--- src/rtl/wavetable_reader.sv ---
// Phase-accumulator wavetable oscillator: each tick fetches two adjacent samples from a
// registered-read RAM and linearly interpolates between them.
module wavetable_reader #(
  parameter int ADDR_WIDTH  = 16,
  parameter int DATA_WIDTH  = 8,
  parameter int TABLE_BITS  = 8,
  parameter int PHASE_WIDTH = 24,
  parameter int FRAC_BITS   = 8,
  parameter int INTERP_EN   = 1
) (
  input  logic                             i_clock,
  input  logic                             i_reset,
  input  logic                             i_sample_tick,
  input  logic [PHASE_WIDTH-1:0]           i_tuning_word,
  input  logic [ADDR_WIDTH-TABLE_BITS-1:0] i_table_select,
  input  logic                             i_ram_hold,
  input  logic [DATA_WIDTH-1:0]            i_ram_data,
  output logic [ADDR_WIDTH-1:0]            o_ram_address,
  output logic                             o_ram_active,
  output logic [DATA_WIDTH-1:0]            o_sample,
  output logic                             o_sample_valid,
  output logic                             o_overrun
);
  localparam int SEL_W  = ADDR_WIDTH - TABLE_BITS;
  localparam int WORK_W = TABLE_BITS + FRAC_BITS;
  localparam int PROD_W = DATA_WIDTH + FRAC_BITS + 2;

  typedef enum logic [2:0] {IDLE, RD_A, RD_B, CAP_B, INTERP} state_t;

  state_t                         state, state_nxt;
  logic [PHASE_WIDTH-1:0]         phase;
  logic [WORK_W-1:0]              work_phase;
  logic                           pending;
  logic                           busy;
  logic                           start;
  logic [SEL_W-1:0]               table_r;
  logic signed [DATA_WIDTH-1:0]   sample_a, sample_b;
  logic [TABLE_BITS-1:0]          idx, idx_b;
  logic [FRAC_BITS-1:0]           frac;

  // Floor-rounded linear interpolation; the result stays between a and b.
  function automatic logic signed [DATA_WIDTH-1:0] lerp(
    input logic signed [DATA_WIDTH-1:0] a,
    input logic signed [DATA_WIDTH-1:0] b,
    input logic [FRAC_BITS-1:0]         f
  );
    logic signed [DATA_WIDTH:0] d;
    logic signed [PROD_W-1:0]   p;
    logic signed [PROD_W-1:0]   s;
    d = {b[DATA_WIDTH-1], b} - {a[DATA_WIDTH-1], a};
    p = PROD_W'(d) * PROD_W'($signed({1'b0, f}));
    s = (p >>> FRAC_BITS) + PROD_W'(a);
    return s[DATA_WIDTH-1:0];
  endfunction

  assign idx   = work_phase[WORK_W-1 -: TABLE_BITS];
  assign frac  = work_phase[FRAC_BITS-1:0];
  assign idx_b = idx + TABLE_BITS'(1);
  assign busy  = (state != IDLE);
  assign start = (state == IDLE) && (pending || i_sample_tick) && !i_ram_hold;

  always_comb begin
    state_nxt     = state;
    o_ram_active  = 1'b0;
    o_ram_address = '0;
    case (state)
      IDLE:   if (start) state_nxt = RD_A;
      RD_A: begin
        state_nxt     = RD_B;
        o_ram_active  = 1'b1;
        o_ram_address = {i_table_select, idx};
      end
      RD_B: begin
        state_nxt     = CAP_B;
        o_ram_active  = 1'b1;
        o_ram_address = {table_r, idx_b};
      end
      CAP_B: begin
        state_nxt     = INTERP;
        o_ram_active  = 1'b1;
        o_ram_address = {table_r, idx_b};
      end
      INTERP: state_nxt = IDLE;
      default: state_nxt = IDLE;
    endcase
  end

  // Control and output registers
  always_ff @(posedge i_clock) begin
    if (i_reset) begin
      state          <= IDLE;
      phase          <= '0;
      pending        <= 1'b0;
      o_overrun      <= 1'b0;
      o_sample_valid <= 1'b0;
      o_sample       <= '0;
    end else begin
      state          <= state_nxt;
      o_overrun      <= i_sample_tick && (pending || busy);
      o_sample_valid <= (state == INTERP);
      if (i_sample_tick) phase <= phase + i_tuning_word;
      if (start)
        pending <= 1'b0;
      else if (i_sample_tick && !busy)
        pending <= 1'b1;
      if (state == INTERP)
        o_sample <= (INTERP_EN != 0) ? lerp(sample_a, sample_b, frac) : sample_a;
    end
  end

  // Fetch datapath: ticks while busy are dropped, so work_phase is stable during a fetch
  always_ff @(posedge i_clock) begin
    if (i_sample_tick && !busy) work_phase <= phase[PHASE_WIDTH-1 -: WORK_W];
    if (state == RD_A)  table_r  <= i_table_select;
    if (state == RD_B)  sample_a <= i_ram_data;
    if (state == CAP_B) sample_b <= i_ram_data;
  end
endmodule

--- config.mk ---
export PLATFORM = sky130hd
export DESIGN_NAME = wavetable_reader
export DESIGN_NICKNAME = d
export VERILOG_FILES = /design/src/rtl/wavetable_reader.sv
export SDC_FILE = /design/constraint.sdc
export NUM_CORES = 1
export LEC_CHECK = 0
export CAP_MARGIN = 20
export CORE_ASPECT_RATIO = 1.4
export CORE_MARGIN = 10
export CORE_UTILIZATION = 54
export CTS_CLUSTER_SIZE = 25
export DETAILED_ROUTE_END_ITERATION = 8
export GPL_ROUTABILITY_DRIVEN = 0
export PLACE_DENSITY = 0.79
export SLEW_MARGIN = 25
export SYNTH_ARGS = -nofsm -noshare
export SYNTH_HDL_FRONTEND = slang
export SYNTH_SLANG_ARGS = --single-unit
--- constraint.sdc ---
create_clock -name i_clock -period 10.05 [get_ports i_clock]
set_clock_uncertainty 0.2 [all_clocks]
set_input_delay 2.01 -clock i_clock [delete_from_list [all_inputs] [get_ports i_clock]]
set_output_delay 2.01 -clock i_clock [all_outputs]
set_load 0.1 [all_outputs]
* After elaboration in Yosys (flattened, before gate mapping)
Cells that the tools add are included.
** Word-level totals
- Register bits :: 78
- Latch bits :: 0
- Memory bits (writable) :: 0
- Bits in read-only memories :: 0
- Input bits :: 44
- Output and inout bits :: 27
- Memories :: 0
** Cells by class
- $add $sub $neg :: 4
- Multiply operators :: 1
- Div/mod/pow operators :: 0
- Order comparisons :: 0
- Eq/ne operators :: 5
- Shifts and indexed selects :: 0
- Muxes and demuxes :: 4
- Bitwise gates (word level) :: 0
- Reduce and logical (&&, ||, !) cells :: 13
** Operators by type and width (number)
- 16-bit one-hot mux with 2 select lines :: 1
- 24-bit adder :: 1
- 9-bit by 9-bit multiplier with 16-bit output :: 1
- 3-bit one-hot mux with 4 select lines :: 1
- 8-bit by 8-bit subtractor with 9-bit output :: 1
- 8-bit by 1-bit adder with 8-bit output, second input constant :: 1
- 8-bit adder :: 1
- 3-bit by 2-bit equality test with 1-bit output, second input constant :: 2
- 1-bit logical AND :: 4
- 2-bit OR reduction :: 2
- 3-bit by 1-bit equality test with 1-bit output, second input constant :: 1
- 3-bit equality test, second input constant :: 1
- 3-bit logical NOT :: 1
- 3-bit two-way mux :: 1
- 3-bit nonzero test :: 1
- 3-bit OR reduction :: 1
- 1-bit logical NOT :: 2
- 1-bit logical OR :: 2
- 2-bit != test, second input constant :: 1
- 1-bit two-way mux :: 1

* Logic depth before layout (Yosys ltp)
- Depth in word-level cells :: 5
- Gate-level depth with buffers :: 34

* Least setup slack after synthesis
OpenSTA, ideal clock, no wires.
- Path kind :: register -> register
- From :: reg sample_a[0]
- To :: reg o_sample[7]
- Setup time :: 0.129 ns
- Data arrival time :: 6.794 ns
- Setup slack :: 2.927 ns
- Stages on the path, launching flop included :: 33
- Path buffers :: 0
- Cells stage by stage :: edfxtp_1 -> ha_1 -> fa_1 -> nor2b_1 -> o21ai_0 -> a21boi_0 -> o21ai_0 -> nor2b_1 -> xnor2_1 -> nand2_1 -> fa_1 -> inv_1 -> fa_1 -> inv_1 -> fa_1 -> fa_1 -> inv_1 -> ha_1 -> o21a_1 -> nor2_1 -> nor2_1 -> and2_1 -> nor2_1 -> xnor2_1 -> ha_1 -> a21o_1 -> a21oi_1 -> o21ai_0 -> o41ai_1 -> xnor2_1 -> and3_1 -> nand4bb_1 -> o211ai_1
** Between the ends
- Cells in the longest elaborated chain, start to end :: 3
** Ends and longest elaborated chain
- start, declared :: RTL line 37 : logic signed [DATA_WIDTH-1:0] sample_a, sample_b;
- start signal, assigned :: RTL line 115 : if (state == RD_B) sample_a <= i_ram_data;
- 8-bit by 8-bit subtractor with 9-bit output :: RTL line 50 : d = {b[DATA_WIDTH-1], b} - {a[DATA_WIDTH-1], a};
- 9-bit by 9-bit multiplier with 16-bit output :: RTL line 51 : p = PROD_W'(d) * PROD_W'($signed({1'b0, f}));
- 8-bit adder (*) :: RTL line 52 : s = (p >>> FRAC_BITS) + PROD_W'(a);
- end signal, assigned :: RTL line 107 : o_sample <= (INTERP_EN != 0) ? lerp(sample_a, sample_b, frac) : sample_a;
- end, declared :: RTL line 20 : output logic [DATA_WIDTH-1:0] o_sample,
Mark *: on every way between the ends. The rest lies on a longest branch, timed or not.
A chain may end at the register's enable or synchronous reset.

* Worst setup path after layout
Same ends and word-level chain as after synthesis.

==> run_summary.xml <==
<?xml version="1.0" encoding="UTF-8"?>
<metrics>
  <group name="synthesis">
    <metric name="postSynth.asyncResetShare" unit="%">0</metric>
    <metric name="number_of_synthesized_flops_with_an_enable_pin" unit="">40</metric>
    <metric name="synthCells" unit="">750</metric>
    <metric name="syn_area" unit="um2">6953</metric>
    <metric name="postSynthRegisterBits" unit="">78</metric>
    <metric name="synth_net_count" unit="">917</metric>
    <metric name="count_of_yosys_warnings_during_synthesis" unit="">0</metric>
    <metric name="synth-main-ff-cell" unit="">sky130_fd_sc_hd__edfxtp_1</metric>
    <metric name="ys_types" unit="">61</metric>
    <metric name="avgSynthCellArea" unit="um2">9.271</metric>
    <metric name="synth_seq_area_share" unit="%">28.22</metric>
  </group>
  <group name="timing">
    <metric name="max_slew_margin" unit="%">30.95</metric>
    <metric name="final_max_slew_viol_count" unit="">0</metric>
    <metric name="finalWorstSetupSlack" unit="ns">2.246</metric>
    <metric name="setup_repair_after_global_routing_missed_its_margin" unit="">false</metric>
    <metric name="hold_viol" unit="">0</metric>
    <metric name="finalCritPeriodShare" unit="%">77.66</metric>
    <metric name="tightestPinTransition" unit="ns">1.032</metric>
    <metric name="clock.fmax" unit="MHz">128.1</metric>
    <metric name="finalWorstPathRequiredPeriod" unit="ns">7.804</metric>
    <metric name="setup_viol" unit="">0</metric>
    <metric name="setup_tns" unit="ns">0</metric>
  </group>
  <group name="finish">
    <metric name="antenna_cells" unit="">0</metric>
    <metric name="nFillCells" unit="">1056</metric>
    <metric name="layout.cells.non_filler" unit="">968</metric>
    <metric name="multi_input_area" unit="um2">4488</metric>
    <metric name="num-nets-final" unit="">977</metric>
    <metric name="drive_above_1_share" unit="%">3.804</metric>
    <metric name="area_growth" unit="%">16.16</metric>
    <metric name="seq_area" unit="um2">1962</metric>
  </group>
  <group name="cts">
    <metric name="insertion_delay_of_the_later_clocked_pin_in_the_worst_skew_pair" unit="ns">0.34</metric>
    <metric name="resize_count_post_cts" unit="">0</metric>
    <metric name="cts_inserted_buffers" unit="">9</metric>
    <metric name="clockRootBuffer" unit="">sky130_fd_sc_hd__clkbuf_16</metric>
    <metric name="clk_transition_reported_paths" unit="ns">0.07</metric>
    <metric name="numClockSinks" unit="">78</metric>
    <metric name="htreeDepth" unit="">3</metric>
    <metric name="buffer_levels_on_the_longest_clock_path" unit="">2</metric>
    <metric name="cts_hold_buffers" unit="">0</metric>
    <metric name="cts_post_setup_buffers_inserted" unit="">0</metric>
    <metric name="cts_tree" unit="">done</metric>
  </group>
  <group name="die">
    <metric name="die_w" unit="um">115.9</metric>
    <metric name="rows" unit="">49</metric>
    <metric name="vertical_extent_of_the_die" unit="um">154.3</metric>
    <metric name="floorplan.die_area" unit="um2">17880</metric>
    <metric name="core_region_area" unit="um2">12750</metric>
    <metric name="ioPinCount" unit="">71</metric>
    <metric name="start_util" unit="%">54.52</metric>
  </group>
  <group name="critical_path">
    <metric name="critical_path.max_stage_delay" unit="ns">0.55</metric>
    <metric name="crit_type" unit="">register to register</metric>
    <metric name="crit_path_top_cell_by_count" unit="">sky130_fd_sc_hd__fa_1</metric>
    <metric name="crit_path_max_fanout" unit="">8</metric>
    <metric name="worstSetupEndpointType" unit="">register</metric>
    <metric name="worst-endpoint-required" unit="ns">10.06</metric>
    <metric name="worstSetupStartpointType" unit="">register</metric>
    <metric name="critPathArrivalTime" unit="ns">7.81</metric>
    <metric name="slowest_stage" unit="">sky130_fd_sc_hd__fa_1</metric>
    <metric name="rr_worst_depth" unit="">32</metric>
  </group>
  <group name="grt">
    <metric name="maximum_number_of_pins_on_one_net_before_global_route_repair" unit="">47</metric>
    <metric name="antenna_found_initial" unit="">0</metric>
    <metric name="vias_in_the_first_global_route" unit="">5835</metric>
    <metric name="grt_use_total" unit="%">18.39</metric>
    <metric name="first_pass_grt_wire_length" unit="um">27050</metric>
    <metric name="globalRouteOverflowTotal" unit="">0</metric>
  </group>
  <group name="drt">
    <metric name="detail_route.first_pass.iterations" unit="">4</metric>
    <metric name="drtIter0Drc" unit="">265</metric>
    <metric name="detail_route.drc_violations" unit="">0</metric>
    <metric name="viasPerCell" unit="">5.670</metric>
    <metric name="drt-total-wl" unit="um">16050</metric>
    <metric name="detail-route-antenna-nets" unit="">0</metric>
    <metric name="vias" unit="">5489</metric>
    <metric name="routed_wire_length_per_instance" unit="um">16.58</metric>
  </group>
  <group name="place">
    <metric name="placed_cells_incl_taps" unit="">952</metric>
    <metric name="place_worst_setup_slack" unit="ns">2.297</metric>
    <metric name="io_buf_count" unit="">70</metric>
    <metric name="dp_hpwl" unit="um">12910</metric>
  </group>
  <group name="min_path">
    <metric name="timing.hold.worst.class" unit="">register to register</metric>
    <metric name="worstHoldPathCells" unit="">0</metric>
  </group>
  <group name="run_status">
    <metric name="outcome" unit="">completed</metric>
  </group>
  <group name="flow_run">
    <metric name="drv.max_cap_violation_count" unit="">0</metric>
  </group>
  <group name="power_and_ir_drop">
    <metric name="vdd_drop_max" unit="mV">0.2243</metric>
    <metric name="cellLeakagePower" unit="nW">3.637</metric>
    <metric name="p_per_area" unit="nW/um2">327.6</metric>
  </group>
</metrics>
-- cell usage after synthesis, types with 5 or more instances --
master                     instances  area [um2]
sky130_fd_sc_hd__a21oi_1          34       170.2
sky130_fd_sc_hd__and2_1           21       131.4
sky130_fd_sc_hd__nor2b_1          18       112.6
sky130_fd_sc_hd__a31oi_1           5       31.28
sky130_fd_sc_hd__a211oi_1          6       45.04
sky130_fd_sc_hd__nor3b_1           5       37.54
sky130_fd_sc_hd__nand2_1          52       195.2
sky130_fd_sc_hd__fa_1             57        1141
sky130_fd_sc_hd__a21o_1            9       67.56
sky130_fd_sc_hd__nor3_1           14       70.07
sky130_fd_sc_hd__nor4_1            8       50.05
sky130_fd_sc_hd__mux2i_1          13       130.1
sky130_fd_sc_hd__edfxtp_1         40        1201
sky130_fd_sc_hd__o21a_1            6       45.04
sky130_fd_sc_hd__a22o_1            8       70.07
sky130_fd_sc_hd__xnor2_1          27       236.5
sky130_fd_sc_hd__inv_1           111       416.7
sky130_fd_sc_hd__ha_1             66       825.8
sky130_fd_sc_hd__nand3_1          18       90.09
sky130_fd_sc_hd__and3_1            8       50.05
sky130_fd_sc_hd__clkbuf_1         20       75.07
sky130_fd_sc_hd__dfxtp_1          38       760.7
sky130_fd_sc_hd__or3_1             5       31.28
sky130_fd_sc_hd__nor2_1           63       236.5
sky130_fd_sc_hd__nand2b_1          9       56.30
sky130_fd_sc_hd__o21ai_0          19       95.09
sky130_fd_sc_hd__xor2_1           10       87.58
sky130_fd_sc_hd__a22oi_1           5       37.54
-- cells in the final DEF (no fill, tap or decap), types with 9 or more instances in the layout --
cell	n
sky130_fd_sc_hd__nor2_1	63
sky130_fd_sc_hd__nand2b_1	9
sky130_fd_sc_hd__inv_1	111
sky130_fd_sc_hd__nor2b_1	17
sky130_fd_sc_hd__a21oi_1	34
sky130_fd_sc_hd__clkdlybuf4s50_1	70
sky130_fd_sc_hd__ha_1	66
sky130_fd_sc_hd__dfxtp_1	38
sky130_fd_sc_hd__nand3_1	18
sky130_fd_sc_hd__edfxtp_1	40
sky130_fd_sc_hd__xnor2_1	27
sky130_fd_sc_hd__and2_1	21
sky130_fd_sc_hd__a21o_1	9
sky130_fd_sc_hd__fa_1	57
sky130_fd_sc_hd__mux2i_1	13
sky130_fd_sc_hd__o21ai_0	19
sky130_fd_sc_hd__clkbuf_16	9
sky130_fd_sc_hd__nor3_1	14
sky130_fd_sc_hd__xor2_1	10
sky130_fd_sc_hd__nand2_1	52
-- area by class of cell --
cell class	instances	share of cell area, %
clock buffer	9	2.789
clock inverter	7	0.7746
inverter	111	5.159
multi-input combinational	536	55.57
sequential	78	24.29
tap	153	2.370
timing repair buffer	74	9.047
-- through the flow --
| step | cell area, um2 | utilization (%) | power (mW) | hold slack [ns] |
|---|---|---|---|---|
| floorplan | 6953 | - | 1.923 | 0.2231 |
| global placement | 7786 | 61.06 | 2.290 | 0.2311 |
| detailed placement | 7789 | 61.08 | 2.340 | 0.2513 |
| CTS | 8077 | 63.33 | 2.676 | 0.2662 |
| global route | 8077 | 63.33 | 2.942 | 0.2869 |
| finish | 8077 | 63.33 | 2.646 | 0.2648 |
-- flip-flops by register name (all words and copies together) (netlist names) --
name / cells
phase: 24
work_phase: 16
o_sample: 8
sample_a: 8
sample_b: 8
table_r: 8
state: 3
o_overrun: 1
o_sample_valid: 1
pending: 1
-- path summary, 6_finish.rpt --
| kind | from | end | slack, ns |
|---|---|---|---|
| worst max-delay path | sample_a[0]$_DFFE_PP_ | o_sample[7]$_SDFFE_PP0P_ | 2.25 |
| worst min register to register | phase[21]$_SDFFE_PP0P_ | work_phase[13]$_DFFE_PP_ | 0.26 |
| worst min-delay path | phase[21]$_SDFFE_PP0P_ | work_phase[13]$_DFFE_PP_ | 0.26 |
| worst max register to register | sample_a[0]$_DFFE_PP_ | o_sample[7]$_SDFFE_PP0P_ | 2.25 |
-- metal layers --
| layer | global-route usage, % | part of all wire [%] |
|---|---|---|
| met5 | 0 | 0 |
| met4 | 5.738 | 1.9 |
| met3 | 2.826 | 3.8 |
| met2 | 36.05 | 57 |
| met1 | 18.99 | 37 |
-- power by group --
part	total [mW]	switching, mW	internal (mW)
registers	0.411	0.0379	0.373
clock network	0.313	0.140	0.173
logic	1.92	1.09	0.832
total	2.65	1.27	1.38
-- cells by family after synthesis --
logic type | share of synthesized area (%)
AOI/OAI and AO/OA | 12.42
xor gates and xnor gates | 4.661
adders and majority gates | 28.29
muxes | 2.033
and+or+nand+nor | 17.02
DFF | 28.22
buffers and inverters | 7.360
-- critical path, delay by kind of cell, from the launching register on --
family,cells,cell delay (ns)
and+or+nand+nor,9,1.26
AOI/OAI and AO/OA,9,1.58
DFF,1,0.41
buffers and inverters,3,0.15
adders and majority gates,8,3.26
xor gates and xnor gates,3,0.82
Power figures use the tool's default switching activity.
==> variant 1: new RTL, same settings <==
Add an input register stage for `i_sample_tick`, `i_tuning_word`, `i_table_select`, `i_ram_hold` and `i_ram_data`, without a reset; this delays them by one clock.
--- a/src/rtl/wavetable_reader.sv
+++ b/src/rtl/wavetable_reader.sv
@@ -26,6 +26,20 @@
   localparam int PROD_W = DATA_WIDTH + FRAC_BITS + 2;
 
   typedef enum logic [2:0] {IDLE, RD_A, RD_B, CAP_B, INTERP} state_t;
+
+  logic i_sample_tick_q;
+  logic [PHASE_WIDTH-1:0] i_tuning_word_q;
+  logic [ADDR_WIDTH-TABLE_BITS-1:0] i_table_select_q;
+  logic i_ram_hold_q;
+  logic [DATA_WIDTH-1:0] i_ram_data_q;
+
+  always_ff @(posedge i_clock) begin
+    i_sample_tick_q  <= i_sample_tick;
+    i_tuning_word_q  <= i_tuning_word;
+    i_table_select_q <= i_table_select;
+    i_ram_hold_q     <= i_ram_hold;
+    i_ram_data_q     <= i_ram_data;
+  end
 
   state_t                         state, state_nxt;
   logic [PHASE_WIDTH-1:0]         phase;
@@ -57,7 +71,7 @@
   assign frac  = work_phase[FRAC_BITS-1:0];
   assign idx_b = idx + TABLE_BITS'(1);
   assign busy  = (state != IDLE);
-  assign start = (state == IDLE) && (pending || i_sample_tick) && !i_ram_hold;
+  assign start = (state == IDLE) && (pending || i_sample_tick_q) && !i_ram_hold_q;
 
   always_comb begin
     state_nxt     = state;
@@ -68,7 +82,7 @@
       RD_A: begin
         state_nxt     = RD_B;
         o_ram_active  = 1'b1;
-        o_ram_address = {i_table_select, idx};
+        o_ram_address = {i_table_select_q, idx};
       end
       RD_B: begin
         state_nxt     = CAP_B;
@@ -96,12 +110,12 @@
       o_sample       <= '0;
     end else begin
       state          <= state_nxt;
-      o_overrun      <= i_sample_tick && (pending || busy);
+      o_overrun      <= i_sample_tick_q && (pending || busy);
       o_sample_valid <= (state == INTERP);
-      if (i_sample_tick) phase <= phase + i_tuning_word;
+      if (i_sample_tick_q) phase <= phase + i_tuning_word_q;
       if (start)
         pending <= 1'b0;
-      else if (i_sample_tick && !busy)
+      else if (i_sample_tick_q && !busy)
         pending <= 1'b1;
       if (state == INTERP)
         o_sample <= (INTERP_EN != 0) ? lerp(sample_a, sample_b, frac) : sample_a;
@@ -110,10 +124,10 @@
 
   // Fetch datapath: ticks while busy are dropped, so work_phase is stable during a fetch
   always_ff @(posedge i_clock) begin
-    if (i_sample_tick && !busy) work_phase <= phase[PHASE_WIDTH-1 -: WORK_W];
-    if (state == RD_A)  table_r  <= i_table_select;
-    if (state == RD_B)  sample_a <= i_ram_data;
-    if (state == CAP_B) sample_b <= i_ram_data;
+    if (i_sample_tick_q && !busy) work_phase <= phase[PHASE_WIDTH-1 -: WORK_W];
+    if (state == RD_A)  table_r  <= i_table_select_q;
+    if (state == RD_B)  sample_a <= i_ram_data_q;
+    if (state == CAP_B) sample_b <= i_ram_data_q;
   end
 endmodule
 
Behaviour: not the same (Yosys sat finds a counterexample within 4 cycles, from zero or initial values and one cycle with i_reset high).
==> variant 1 against the unedited design <==
Worst hold slack lost 0.038 ns; final area grew 15%; worst setup slack lost 0.26 ns; critical path depth shrank 1; count of clock-buffer cells in the layout grew 10; total power grew 20%; area after synthesis grew 13%; routed wire length grew 6.1%; clock power grew 87%; sequential cell count grew 42; synthesized cell count grew 7.7%; critical path type unchanged; largest cell class unchanged.
==> variant 1: results (changes against the unedited design) <==
[synthesis]
synth_xor_area_share_pct=4.23  ; was 4.66%
yosys-top-cells-count=inv_1 (113), dfxtp_1 (80), ha_1 (66)  ; was inv_1 (111), ha_1 (66), nor2_1 (63)
netlist_instances=808  ; was 750
synth_ff_type=dfxtp_1  ; was edfxtp_1
synthAdderAreaFrac_pct=25.0  ; was 28.3%
syn-num-nets=975  ; was 917
yosysSeqAreaShare_pct=35.6  ; was 28.2%
synth_edf_count=40  ; unchanged
ys_ff_latch=120  ; was 78
synthTopCellsByArea=dfxtp_1 (20%), edfxtp_1 (15%), fa_1 (15%), ha_1 (10%), inv_1 (5.4%)  ; was edfxtp_1 (17%), fa_1 (16%), ha_1 (12%), dfxtp_1 (11%), inv_1 (6.0%)
synth_compound_area_share_pct=12.3  ; was 12.4%
synth_cell_type_count=63  ; was 61
muxShareOfSynthArea_pct=1.53  ; was 2.03%

[final_layout]
fill_cells=1146  ; was 1056
n_all_inverters=113  ; was 111
buffer_area_share_pct=7.85  ; was 9.05%
drive_gt1_share_pct=5.88  ; was 3.80%
clock_buffers=19  ; was 9
fin_nets=1039  ; was 977
nNonClkBuffers=74  ; unchanged
clock_area_share_pct=6.16  ; was 3.56%
sh_seq_area_pct=30.1  ; was 24.3%
multi_input_area_share_pct=48.8  ; was 55.6%
fin_cells=1074  ; was 968
multi_input_cells=546  ; was 536
top_regs=i_tuning_word_q: 24 flops, phase: 24 flops, work_phase: 16 flops  ; was phase: 24 flops, work_phase: 16 flops

[detailed_routing]
drt_iter0_drc=257  ; was 265
wl_per_cell_um=15.9  ; was 16.6 µm
dr_total_vias=5836  ; was 5489

[cts]
insertion_delay_ns=0.41  ; was 0.34 ns
cts.clk_slew.worst_paths_ns=0.06
numCtsBuffers=17  ; was 9
h-tree-depth=4  ; was 3

[grt]
grt_pass1_wl_um=28800  ; was 27000 µm
antenna_found_initial=0  ; unchanged
grtUsageMet3_pct=3.02  ; was 2.83%
grt_pass1_vias=6143  ; was 5835
gr-usage-met2_pct=33.6  ; was 36.0%
grt_usage_pct=18.1  ; was 18.4%
grt_util_met1_pct=19.2  ; was 19.0%
grt_max_degree=42  ; was 47

[critical_path]
worstPathArrival_ns=8.22  ; was 7.81 ns
critPathMaxStageDelay_ns=0.54
reg2reg_depth=31  ; was 32
r2r_start=sample_a[1]$_DFFE_PP_  ; was sample_a[0]$_DFFE_PP_
cp-endpoint=o_sample[7]$_SDFFE_PP0P_  ; unchanged
crit_slowest_cell=fa_1  ; unchanged

[worst_hold_path]
min-delay-start=i_table_select_q[2]$_DFF_P_  ; was phase[21]$_SDFFE_PP0P_
hold_end=table_r[2]$_DFFE_PP_  ; was work_phase[13]$_DFFE_PP_

[sta]
fin_ws_ns=1.98  ; was 2.25 ns
relSlewSlack_pct=31.8  ; was 31.0%

[place]
dpl.hpwl_um=13100  ; was 12900 µm
place_ws_ns=2.11  ; was 2.30 ns

[power_and_ir_drop]
cellLeakagePower_nw=4.14  ; was 3.64 nW
ir_drop_v=0.000213  ; was 0.000224 V

[status]
status=finished clean  ; unchanged

variant 1: cell count changes in the layout (fill, tap and decap cells not counted), sizes merged, moves of 5 or more:
cell / change
dfxtp: +42
o21ai: +16
clkbuf: +10
nand2: +6
nor2: -6
a22oi: -5
clkinv: +5
clkinvlp: +5
nor3: -5
nor4: -5
or4: +5
variant 1: critical path: cells and delay by family (launching register included):
kind / cells / cell delay, ns
adders and majority gates: 7 / 2.84
AOI/OAI and AO/OA: 10 / 2.23
and+or+nand+nor: 7 / 1.74
DFF: 1 / 0.47
xor gates and xnor gates: 3 / 0.32
buffers and inverters: 4 / 0.23
variant 1: metal layers:
| metal | wire (µm) | vias up |
|---|---|---|
| li1 | - | 2849 |
| met1 | 6670 | 2835 |
| met2 | 9370 | 119 |
| met3 | 540 | 33 |
| met4 | 445 | 0 |
| met5 | 0 | - |
variant 1: logic make-up after synthesis:
kind of cell	Yosys count
AO/OA/AOI/OAI	146
XOR/XNOR	38
adder cells (fa/ha/maj)	123
buffers and inverters	142
flip-flops	120
multiplexers	12
AND/OR/NAND/NOR	227
variant 1: per-stage QoR:
stage | util, % | hold slack, ns | cell area, µm² | total power [W]
3_5_place_dp | 60.7 | 0.213 | 8730 | 0.00258
5_1_grt | 64.7 | 0.239 | 9300 | 0.00346
4_1_cts | 64.7 | 0.227 | 9300 | 0.00319
3_3_place_gp | 60.7 | 0.209 | 8730 | 0.00256
6_report | 64.7 | 0.227 | 9300 | 0.00317
2_1_floorplan | - | 0.204 | 7870 | 0.00216
variant 1: power breakdown:
group | internal (W) | switching (W) | total (W)
Clock | 0.000368 | 0.000218 | 0.000586
Combinational | 0.000882 | 0.00111 | 0.00200
Sequential | 0.000549 | 0.0000401 | 0.000589
Total | 0.00180 | 0.00137 | 0.00317
==> variant 2: new RTL, config.mk and constraints unchanged <==
Without the edit above. Change the parameter `INTERP_EN` from 1 to 0.
--- a/src/rtl/wavetable_reader.sv
+++ b/src/rtl/wavetable_reader.sv
@@ -6,7 +6,7 @@
   parameter int TABLE_BITS  = 8,
   parameter int PHASE_WIDTH = 24,
   parameter int FRAC_BITS   = 8,
-  parameter int INTERP_EN   = 1
+  parameter int INTERP_EN   = 0
 ) (
   input  logic                             i_clock,
   input  logic                             i_reset,
Check against the original RTL: not equivalent (a bounded check fails within 10 cycles, from zero or initial values and one cycle with i_reset high).
==> variant 2 against the unedited design <==
Total power down 68%; final area is 44% lower; synthesized cell count is 48% lower; routed wire length down 46%; register-to-register slack better by 5.1 ns; die area down 41%; via count is 44% lower; critical endpoint is now o_ram_address[8]; worst setup slack gained 1.8 ns; sequential cell count shrank 16; area after synthesis decreased by 48%; utilization up 5.8 points.
==> variant 2: results (changes against the unedited design) <==
[worst_hold_path]
min-delay-start=phase[22]$_SDFFE_PP0P_  ; was phase[21]$_SDFFE_PP0P_
hold_path.class=reg -> reg  ; unchanged
min_path_cells=0  ; unchanged
hold_end=work_phase[14]$_DFFE_PP_  ; was work_phase[13]$_DFFE_PP_

[final_layout]
fin_nets=517  ; was 977
top_register=phase  ; unchanged
diodes=0  ; unchanged
largest_reg_flops=24  ; unchanged
drive_gt1_share_pct=6.84  ; was 3.80%

[cts]
cts_buffer_depth=2  ; unchanged
cts_resized=0  ; unchanged
cts.clk_slew.worst_paths_ns=0.06
h-tree-depth=3  ; unchanged
post_cts_buffers=0  ; unchanged
numCtsBuffers=9  ; unchanged
insertion_delay_ns=0.36  ; was 0.34 ns
root_buffer=clkbuf_8  ; was clkbuf_16

[critical_path]
r2r_slack_ns=7.30  ; was 2.25 ns
reg2reg_depth=9  ; was 32
r2r_start=phase[0]$_SDFFE_PP0P_  ; was sample_a[0]$_DFFE_PP_
cp_max_fo=2  ; was 8
timing.rr.end=phase[14]$_SDFFE_PP0P_  ; was o_sample[7]$_SDFFE_PP0P_
worstPathArrival_ns=3.76  ; was 7.81 ns

[grt]
grt_usage_pct=17.2  ; was 18.4%
grt_util_met1_pct=17.2  ; was 19.0%
gr-usage-met2_pct=31.5  ; was 36.0%
grt_max_degree=39  ; was 47
antenna_found_initial=0  ; unchanged
grtUsageMet3_pct=4.85  ; was 2.83%
grt_pass1_wl_um=14000  ; was 27000 µm

[synthesis]
yosysWarningCount=0  ; unchanged
synthTopCellsByArea=dfxtp_1 (21%), edfxtp_1 (20%), ha_1 (8.3%), mux2i_1 (5.0%), nor2_1 (4.2%)  ; was edfxtp_1 (17%), fa_1 (16%), ha_1 (12%), dfxtp_1 (11%), inv_1 (6.0%)
async_flop_share_pct=0  ; unchanged
yosys-top-cells-count=nor2_1 (41), dfxtp_1 (38), nand2_1 (31)  ; was inv_1 (111), ha_1 (66), nor2_1 (63)
synth_edf_count=24  ; was 40
yosysSeqAreaShare_pct=40.7  ; was 28.2%
synth_ff_type=dfxtp_1  ; was edfxtp_1
syn-num-nets=458  ; was 917
synth_cell_type_count=55  ; was 61

[sta]
hold_viol=0  ; unchanged
hold_slack_ns=0.265  ; about the same
relSlewSlack_pct=32.2  ; was 31.0%

[power_and_ir_drop]
ir_drop_v=0.000108  ; was 0.000224 V
p_sw_w=0.000329  ; was 0.00127 W
cellLeakagePower_nw=1.74  ; was 3.64 nW

[place]
io_buffers=70  ; unchanged
dpl.hpwl_um=6600  ; was 12900 µm

[detailed_routing]
drt_iter0_drc=148  ; was 265
dr_total_vias=3081  ; was 5489
dr.pass1.iters=4  ; unchanged
wl_per_cell_um=16.5  ; was 16.6 µm

[status]
status=finished clean  ; unchanged

variant 2: changes by cell type in the layout (fill, tap and decap cells not counted), sizes merged, moves of 13 or more:
| cell | unedited run | this run |
|---|---|---|
| nand2 | 52 | 31 |
| nor2 | 63 | 41 |
| xnor2 | 27 | 8 |
| fa | 57 | 1 |
| edfxtp | 40 | 24 |
| nor2b | 18 | 5 |
| ha | 66 | 24 |
| o21ai | 21 | 36 |
| inv | 117 | 3 |
| and2 | 21 | 3 |
variant 2: cell type report:
cell class / instances / area, µm²
tap: 74 / 92.6
clock buffer: 10 / 128
inverter: 2 / 7.51
sequential: 62 / 1480
multi-input combinational: 299 / 2040
timing repair buffer: 74 / 731
clock inverter: 6 / 61.3
fill: 536 / 2030
variant 2: how the worst max path moves through the flow:
stage	startpoint	endpoint	cells past startpoint
after global placement	i_table_select[5]	o_ram_address[13]	3
after floorplan	state[1]$_SDFFE_PP0P_	o_ram_address[2]	6
final	i_table_select[0]	o_ram_address[8]	3
after CTS	i_table_select[0]	o_ram_address[8]	3
after detailed placement	i_table_select[0]	o_ram_address[8]	3
after global routing	i_table_select[4]	o_ram_address[12]	3
variant 2: cell families after synthesis:
| kind of cell | after synthesis | share of synthesized area, % |
|---|---|---|
| AOI/OAI and AO/OA | 104 | 18.9 |
| xor gates and xnor gates | 18 | 4.34 |
| adders and majority gates | 25 | 8.81 |
| buffers and inverters | 28 | 3.23 |
| DFF | 62 | 40.7 |
| muxes | 19 | 5.37 |
| and+or+nand+nor | 133 | 18.6 |
variant 2: stage by stage:
| step | power [W] | area, µm² | setup slack [ns] | util, % | instances |
|---|---|---|---|---|---|
| global route | 0.000904 | 4540 | 4.03 | 69.2 | 527 |
| CTS | 0.000858 | 4540 | 4.07 | 69.2 | 527 |
| finish | 0.000856 | 4540 | 4.08 | 69.2 | 527 |
| global placement | 0.000633 | 4350 | 4.10 | 66.3 | 511 |
| detailed placement | 0.000642 | 4350 | 4.07 | 66.3 | 511 |
| floorplan | 0.000566 | 3640 | 4.49 | - | 389 |
variant 2: per-layer routing:
layer,vias up,wire [µm]
met1,1416,3480
met3,20,425
met4,0,198
met5,-,0
li1,1565,-
met2,80,4570
variant 2: power by group through the flow:
stage	registers [W]	clock network (W)	logic, W
after floorplan	0.000316	0	0.000250
after global placement	0.000316	0	0.000317
after detailed placement	0.000318	0	0.000324
after CTS	0.000313	0.000219	0.000326
after global routing	0.000316	0.000231	0.000357
final	0.000313	0.000216	0.000326
variant 2: critical path, stage by stage:
cell,delay (ns)
clkdlybuf4s50_1,0.48
a22o_1,0.13
clkdlybuf4s50_1,1.13
